--- config.mk ---
export PLATFORM = sky130hd
export DESIGN_NAME = seven_seg_scanner
export DESIGN_NICKNAME = d
export VERILOG_FILES = /design/src/rtl/seven_seg_scanner_pkg.sv /design/src/rtl/seven_seg_scanner_hex_to_seg7.sv /design/src/rtl/seven_seg_scanner.sv
export SDC_FILE = /design/constraint.sdc
export NUM_CORES = 1
export LEC_CHECK = 0
export CAP_MARGIN = 20
export CORE_AREA = 2 2 103 85
export DETAILED_ROUTE_END_ITERATION = 6
export DIE_AREA = 0 0 105 87
export PLACE_DENSITY = 0.52
export SLEW_MARGIN = 20
export SYNTH_ARGS = -nofsm -noshare
export SYNTH_HDL_FRONTEND = slang
export SYNTH_SLANG_ARGS = --single-unit
--- constraint.sdc ---
create_clock -name clk -period 6.2 [get_ports clk]
set_input_delay 1.24 -clock clk [delete_from_list [all_inputs] [get_ports clk]]
set_output_delay 1.24 -clock clk [all_outputs]
set_load 0.02 [all_outputs]
--- src/rtl/seven_seg_scanner_pkg.sv ---
// Shared constants for the multiplexed seven-segment scanner:
// scan state codes and the active-high {g,f,e,d,c,b,a} hex glyph table.
package seven_seg_scanner_pkg;

   localparam int SEG_W = 7;

   localparam logic [0:0] ST_GUARD = 1'b0;
   localparam logic [0:0] ST_SHOW  = 1'b1;

   // Entry i is the glyph for nibble value i (index 15 is leftmost).
   localparam logic [15:0][SEG_W-1:0] HEX_SEG = {
      7'h71, 7'h79, 7'h5E, 7'h39, 7'h7C, 7'h77, 7'h6F, 7'h7F,
      7'h07, 7'h7D, 7'h6D, 7'h66, 7'h4F, 7'h5B, 7'h06, 7'h3F
   };

endpackage

--- src/rtl/seven_seg_scanner_hex_to_seg7.sv ---
// Combinational nibble to seven-segment glyph, active-high {g,f,e,d,c,b,a}.
// Polarity for the board is applied by the caller.
module hex_to_seg7
   import seven_seg_scanner_pkg::*;
(
   input  logic [3:0]       nibble_i,
   output logic [SEG_W-1:0] seg_o
);

   assign seg_o = HEX_SEG[nibble_i];

endmodule

--- src/rtl/seven_seg_scanner.sv ---
// Time-multiplexes N hex digits onto one segment bus with an all-off guard between digits;
// the displayed value is latched once per frame so a digit never shows a torn update.
module seven_seg_scanner
   import seven_seg_scanner_pkg::*;
#(
   parameter int N_DIGITS    = 4,
   parameter int GUARD_CLKS  = 8,
   parameter bit SEG_ACT_LOW = 1'b1,
   parameter bit AN_ACT_LOW  = 1'b1
) (
   input  logic                  clk,
   input  logic                  reset,
   input  logic                  enable,
   input  logic                  scan_tick,
   input  logic [4*N_DIGITS-1:0] value,
   input  logic [N_DIGITS-1:0]   dp_in,
   input  logic [N_DIGITS-1:0]   digit_en,
   input  logic                  lz_blank,
   output logic [SEG_W-1:0]      seg,
   output logic                  dp,
   output logic [N_DIGITS-1:0]   an,
   output logic                  frame_start
);

   localparam int IDX_W = $clog2(N_DIGITS);
   localparam int CNT_W = $clog2(GUARD_CLKS) + 1;

   localparam logic [IDX_W-1:0]    IDX_LAST   = IDX_W'(N_DIGITS - 1);
   localparam logic [CNT_W-1:0]    CNT_RELOAD = CNT_W'(GUARD_CLKS - 1);
   localparam logic [SEG_W-1:0]    SEG_OFF    = {SEG_W{SEG_ACT_LOW}};
   localparam logic                DP_OFF     = SEG_ACT_LOW;
   localparam logic [N_DIGITS-1:0] AN_OFF     = {N_DIGITS{AN_ACT_LOW}};

   logic [0:0]            state_q, state_d;
   logic [IDX_W-1:0]      idx_q, idx_d;
   logic [CNT_W-1:0]      cnt_q, cnt_d;
   logic [4*N_DIGITS-1:0] val_q, val_d;
   logic [N_DIGITS-1:0]   dpm_q, dpm_d;
   logic [N_DIGITS-1:0]   en_q, en_d;
   logic                  lz_q, lz_d;
   logic [SEG_W-1:0]      seg_q, seg_d;
   logic                  dp_q, dp_d;
   logic [N_DIGITS-1:0]   an_q, an_d;
   logic                  fs_q, fs_d;

   logic [3:0]            cur_nib;
   logic [SEG_W-1:0]      glyph;
   logic [N_DIGITS-1:0]   upper_zero;
   logic                  zero_run;
   logic                  blank;
   logic [N_DIGITS-1:0]   an_sel;

   assign cur_nib = val_q[4*idx_q +: 4];

   hex_to_seg7 u_dec (
      .nibble_i (cur_nib),
      .seg_o    (glyph)
   );

   // upper_zero[i]: every shadow nibble from the MSD down to digit i is zero.
   always_comb begin
      zero_run   = 1'b1;
      upper_zero = '0;
      for (int i = N_DIGITS - 1; i >= 0; i--) begin
         zero_run      = zero_run & (val_q[4*i +: 4] == 4'd0);
         upper_zero[i] = zero_run;
      end
   end

   assign blank  = !en_q[idx_q] || (lz_q && upper_zero[idx_q] && (idx_q != '0));
   assign an_sel = N_DIGITS'(1) << idx_q;

   always_comb begin
      state_d = state_q;
      idx_d   = idx_q;
      cnt_d   = cnt_q;
      val_d   = val_q;
      dpm_d   = dpm_q;
      en_d    = en_q;
      lz_d    = lz_q;
      seg_d   = SEG_OFF;
      dp_d    = DP_OFF;
      an_d    = AN_OFF;
      fs_d    = 1'b0;
      if (!enable) begin
         state_d = ST_GUARD;
         cnt_d   = CNT_RELOAD;
      end else if (state_q == ST_GUARD) begin
         if (cnt_q == '0) begin
            state_d = ST_SHOW;
            an_d    = an_sel ^ AN_OFF;
            seg_d   = (blank ? {SEG_W{1'b0}} : glyph) ^ SEG_OFF;
            dp_d    = (!blank && dpm_q[idx_q]) ^ DP_OFF;
         end else begin
            cnt_d = cnt_q - 1'b1;
         end
      end else if (scan_tick) begin
         state_d = ST_GUARD;
         cnt_d   = CNT_RELOAD;
         if (idx_q == IDX_LAST) begin
            idx_d = '0;
            val_d = value;
            dpm_d = dp_in;
            en_d  = digit_en;
            lz_d  = lz_blank;
            fs_d  = 1'b1;
         end else begin
            idx_d = idx_q + 1'b1;
         end
      end else begin
         seg_d = seg_q;
         dp_d  = dp_q;
         an_d  = an_q;
      end
   end

   always_ff @(posedge clk or posedge reset) begin
      if (reset) begin
         state_q <= ST_GUARD;
         idx_q   <= '0;
         cnt_q   <= CNT_RELOAD;
         val_q   <= '0;
         dpm_q   <= '0;
         en_q    <= '0;
         lz_q    <= 1'b0;
         seg_q   <= SEG_OFF;
         dp_q    <= DP_OFF;
         an_q    <= AN_OFF;
         fs_q    <= 1'b0;
      end else begin
         state_q <= state_d;
         idx_q   <= idx_d;
         cnt_q   <= cnt_d;
         val_q   <= val_d;
         dpm_q   <= dpm_d;
         en_q    <= en_d;
         lz_q    <= lz_d;
         seg_q   <= seg_d;
         dp_q    <= dp_d;
         an_q    <= an_d;
         fs_q    <= fs_d;
      end
   end

   assign seg         = seg_q;
   assign dp          = dp_q;
   assign an          = an_q;
   assign frame_start = fs_q;

endmodule
* Yosys cells after proc, flatten, opt, wreduce, memory -nomap -nowiden
Memories as Yosys holds them, arrays and structs flattened.
Index checks and enable logic that the tools add are counted.
Widths: inputs -> output; s select.
** Word-level totals
- Flip-flop bits (word level) :: 45
- Bits in read-only memories :: 112
- Input bits :: 29
- Output and inout bits :: 13
- Word-level logic and storage cells :: 75
- Memories :: 1
** Memories
- (no name shown) :: depth 16, bits a word 7, rd ports 1, clocked after Yosys merged registers in 0, write ports 0, line seven_seg_scanner_hex_to_seg7.sv:10 : assign seg_o = HEX_SEG[nibble_i];
** Operators by class
- Add/sub/neg operators :: 2
- $lt $le $gt $ge :: 2
- Equality and inequality tests :: 3
- Shift operators :: 2
- Multiplexer cells :: 33
- Bitwise logic cells :: 6
- Reduce and logical (&&, ||, !) cells :: 15
** Operators by type and width (number)
- $mux 7 :: 6
- $mux 4 :: 8
- $logic_not 4->1 :: 5
- $shiftx 16x5->4 :: 1
- $mux 1 :: 15
- $not 7->7 :: 1
- $bmux 1 s2 :: 3
- $ne 3x3->1 const B :: 2
- $lt 4x5->1 const B :: 1
- $not 4->4 :: 1
- $reduce_and 4->1 :: 1
- $shl 1x2->4 const A :: 1
- $sub 4x1->4 const B :: 1
- $and 1x1->1 :: 3
- $logic_and 1x1->1 :: 3
- $lt 2x3->1 const B :: 1
- $reduce_and 3->1 :: 1
- $add 2x1->2 const B :: 1
- $eq 2x2->1 const B :: 1
- $logic_not 1->1 :: 2
- $mux 2 :: 1
- $reduce_and 2->1 :: 1
- $reduce_bool 2->1 :: 1
- $logic_or 1x1->1 :: 1
- $not 1->1 :: 1

* Longest topological paths before layout
- Depth after elaboration :: 15
- Depth in mapped cells :: 9
- Gate-level depth less buffers :: 8

* Cells and area by module
Synthesis repeated with hierarchy kept, for this count alone.
** Second synthesis, totals
- Cells, all modules :: 233
- Area total of the unflattened synthesis :: 2314.7 sq um
** By module, submodules not included
- seven_seg_scanner :: times used 1, cells an instance 200, area each 2028.2 sq um, sequential area each 1144.8 sq um
- hex_to_seg7 :: times used 1, cells an instance 33, area each 286.5 sq um, sequential area each 0.0 sq um

* Worst setup path after synthesis
No wires, ideal clock.
- Path type :: input to register
- Start point :: input port enable
- End point :: register dpm_q[3]
- Setup time :: 0.065 ns
- Arrival :: 2.318 ns
- Data required time :: 6.135 ns
- Path slack :: 3.817 ns
- Cell stages on the path :: 6
- Buffers on the path :: 2
- Cells stage by stage :: clkbuf_1 > nand4_1 > clkinv_1 > clkbuf_1 > nand2_1 > nand2_1
** On the way
- Cells in the longest elaborated chain, start to end :: 1
** Ends and longest elaborated chain
- start, declared :: line seven_seg_scanner.sv:13 : input logic enable,
- $reduce_and 4->1 (no source line)
- end signal, assigned :: line seven_seg_scanner.sv:135 : dpm_q <= dpm_d;
- end, declared :: line seven_seg_scanner.sv:38 : logic [N_DIGITS-1:0] dpm_q, dpm_d;
No other way between the ends.
A chain may end at the register's enable or synchronous reset.

* Worst setup path after layout
- Start point :: input port enable
- End point :: register en_q[0]
** On the way
- Cells in the longest elaborated chain, start to end :: 1
** Ends and longest elaborated chain
- $reduce_and 4->1 (no source line)
- end signal, assigned :: line seven_seg_scanner.sv:136 : en_q <= en_d;
- end, declared :: line seven_seg_scanner.sv:39 : logic [N_DIGITS-1:0] en_q, en_d;
No other way between the ends.

==> qor.yml <==
worst_setup_path:
  worstSetupStartpointType: "input port"
  critical_path_required_ns: 6.38
  worstPathMaxFanout: 26
  r2r_start: "idx_q[1]$_DFFE_PP0P_"
  crit_path_cell_trace: "clkdlybuf4s50_1 -> nand4_1 -> clkinv_1 -> nand2_1 -> nand2_1"
  ff2ff_setup_slack_ns: 3.67
  ff2ff_path_depth: 7
  critPathMaxStageDelay_ns: 0.67
  r2r-end: "seg[3]$_DFFE_PP1P_"
  cp_data_arrival_time_ns: 3.19
  crit_type: "in2reg"
  critical_path.most_common_cell: "nand2_1"
  end_kind: "flop"
  cp_slowest_cell: "clkinv_1"
global_routing:
  grt_max_degree: 46
  grt_pass1_vias: 1814
  grt_util_all_layers_pct: 12.2
  grt_pass1_wl_mm: 8.82
  antenna_found_initial: 0
  grt_overflow: 0
place:
  dp_hpwl_mm: 3.76
  dpl.cell_count: 401
  gp_routability_congestion: 0.827
  io_buffers: 41
  place_area_mm2: 0.00288
cts:
  clk_pin_slew_ns: 0.08
  htreeDepth: 2
  cts_root_buffer: "clkbuf_8"
  cts-hold-fix-buffers: 0
  cts_buffers: 5
  cts_sinks: 45
  postCtsSetupRepairBufs: 0
  cts_resized: 0
  insertion_delay_ns: 0.29
  cts_buffer_depth: 2
  cts_tree: "done"
timing:
  max_slew_margin_pct: 46.7
  fin_setup_tns_ns: 0
  tightest_slew_ns: 0.778
  setup_violations: 0
  period_minus_slack_ns: 3.01
  finalCritPeriodShare_pct: 48.5
  fmax_mhz: 332
  drv_slew: 0
  fin_skew_ns: 0.00879
  hold_viol: 0
  rsz0062_at_grt: "false"
floorplan:
  rows: 30
  chipHeight_um: 87
  start_util_pct: 28.7
  dieWidth_um: 105
  dieArea_mm2: 0.00914
  core_mm2: 0.00818
  io_pins: 42
synth:
  avgSynthCellArea_um2: 9.22
  syn_inst: 255
  ys_ff_latch: 45
  yosysSeqAreaShare_pct: 48.7
  synthFlopType: "dfrtp_1"
  ys_types: 43
  yosysWarnings: 0
  async_reset_ff_share_pct: 100
  synth_edf_count: 0
  netlist_area_mm2: 0.00235
  synth_fp_nets: 294
cells_and_area:
  antenna_cells: 0
  most-common-layout-cells: "85 x nand2_1, 41 x clkdlybuf4s50_1, 30 x dfrtp_1"
  area_growth_pct: 26.8
  layout_commonest_cell: "nand2_1"
  fin_area_mm2: 0.00298
  final_nets: 336
  layout-drive-gt1-share_pct: 11.7
  num-fill-cells: 877
  layout.cells.non_filler: 410
routing:
  drc: 0
  first_pass_iters: 4
  vias_per_cell: 4.54
  antenna_left: 0
  drt-initial-drc-count: 63
  routed_wl_mm: 5.18
  routedWlPerCell_um: 12.6
  vias: 1863
hold_path:
  min_to: "en_q[0]$_DFFE_PP0P_"
  holdPathStages: 2
  worstHoldPathType: "reg2reg"
  min_from: "en_q[0]$_DFFE_PP0P_"
power:
  peakVddDrop_v: 0.0000776
  p_per_area_mw_per_mm2: 178
  p_leak_nw: 1.34
run_status:
  outcome: "completed"
run:
  cap_violations: 0
[stage by stage]
stage               utilization, %  hold slack [ns]  setup WS, ns  power [W]
floorplan                        -            0.437          3.82   0.000319
global placement              35.1            0.455          2.18   0.000342
detailed placement            35.1            0.460          2.12   0.000341
CTS                           36.3            0.483          2.48   0.000540
global route                  36.5            0.510          2.98   0.000555
finish                        36.5            0.482          3.19   0.000529
[worst max path at each step]
stage                            to  startpoint  slack, ns  cells past startpoint
2_1_floorplan  dpm_q[3]$_DFFE_PP0P_      enable       3.82                      6
3_3_place_gp   val_q[2]$_DFFE_PP0P_      enable       2.18                      5
3_5_place_dp    en_q[0]$_DFFE_PP0P_      enable       2.12                      5
4_1_cts         en_q[0]$_DFFE_PP0P_      enable       2.48                      5
5_1_grt        val_q[0]$_DFFE_PP0P_      enable       2.98                      5
6_report        en_q[0]$_DFFE_PP0P_      enable       3.19                      5
[synth_stat cells (2+ instances only)]
library cell   n  area (µm²)
a21oi_1       16        80.1
o21ai_0        6        30.0
xnor2_1        3        26.3
mux2_2         2        22.5
dfstp_2       15         394
nand2_1       85         319
nor2_1        17        63.8
nor2b_1        2        12.5
mux2i_1        7        70.1
mux4_2         4        90.1
clkbuf_1       6        22.5
nand3_1        4        20.0
nor3b_1        3        22.5
ha_1          10         125
a31oi_1        2        12.5
inv_1         14        52.6
nor3_1         3        15.0
dfrtp_1       30         751
and3_1         2        12.5
[cells by family (layout without fill, tap and decap cells)]
| logic type | count (synthesis) | count (layout) | share of synthesized area, % |
|---|---|---|---|
| buf+inv | 23 | 66 | 3.88 |
| xor+xnor | 3 | 3 | 1.12 |
| simple gates | 124 | 124 | 22.4 |
| flops | 45 | 45 | 48.7 |
| mux | 14 | 14 | 8.88 |
| fa+ha+maj | 10 | 10 | 5.32 |
| compound gates | 36 | 36 | 9.68 |
[layout make-up]
cell class | instances | area, µm² | area share (%)
Tap cell | 112 | 140 | 4.70
Inverter | 15 | 56.3 | 1.89
Multi-Input combinational cell | 187 | 1120 | 37.4
Clock buffer | 6 | 82.6 | 2.77
Timing Repair Buffer | 43 | 429 | 14.4
Sequential cell | 45 | 1140 | 38.4
Clock inverter | 2 | 13.8 | 0.461
[where the power goes]
| part | internal [W] | total, W | switching, W | leakage [nW] |
|---|---|---|---|---|
| clock | 0.0000906 | 0.000194 | 0.000104 | 0.0512 |
| combinational | 0.0000207 | 0.0000350 | 0.0000143 | 0.712 |
| sequential | 0.000297 | 0.000300 | 0.00000320 | 0.577 |
[worst max-delay path: cells and delay by family]
| family | cells | cell delay (ns) |
|---|---|---|
| AND/OR/NAND/NOR | 3 | 0.74 |
| buffers and inverters | 2 | 1.21 |
[sequential cells by signal, indices dropped and copies added (netlist names), 2 cells and up]
name   flops
cnt_q      4
an         4
val_q     16
dpm_q      4
en_q       4
idx_q      2
seg        7
[per-layer routing]
layer	up-vias	track usage [%]	part of all wire, %
met5	-	0	0
met4	0	2.91	0.41
met3	2	2.84	4.9
met2	50	18.4	43
met1	875	17.7	52
li1	936	-	-
Power figures use the tool's default switching activity.
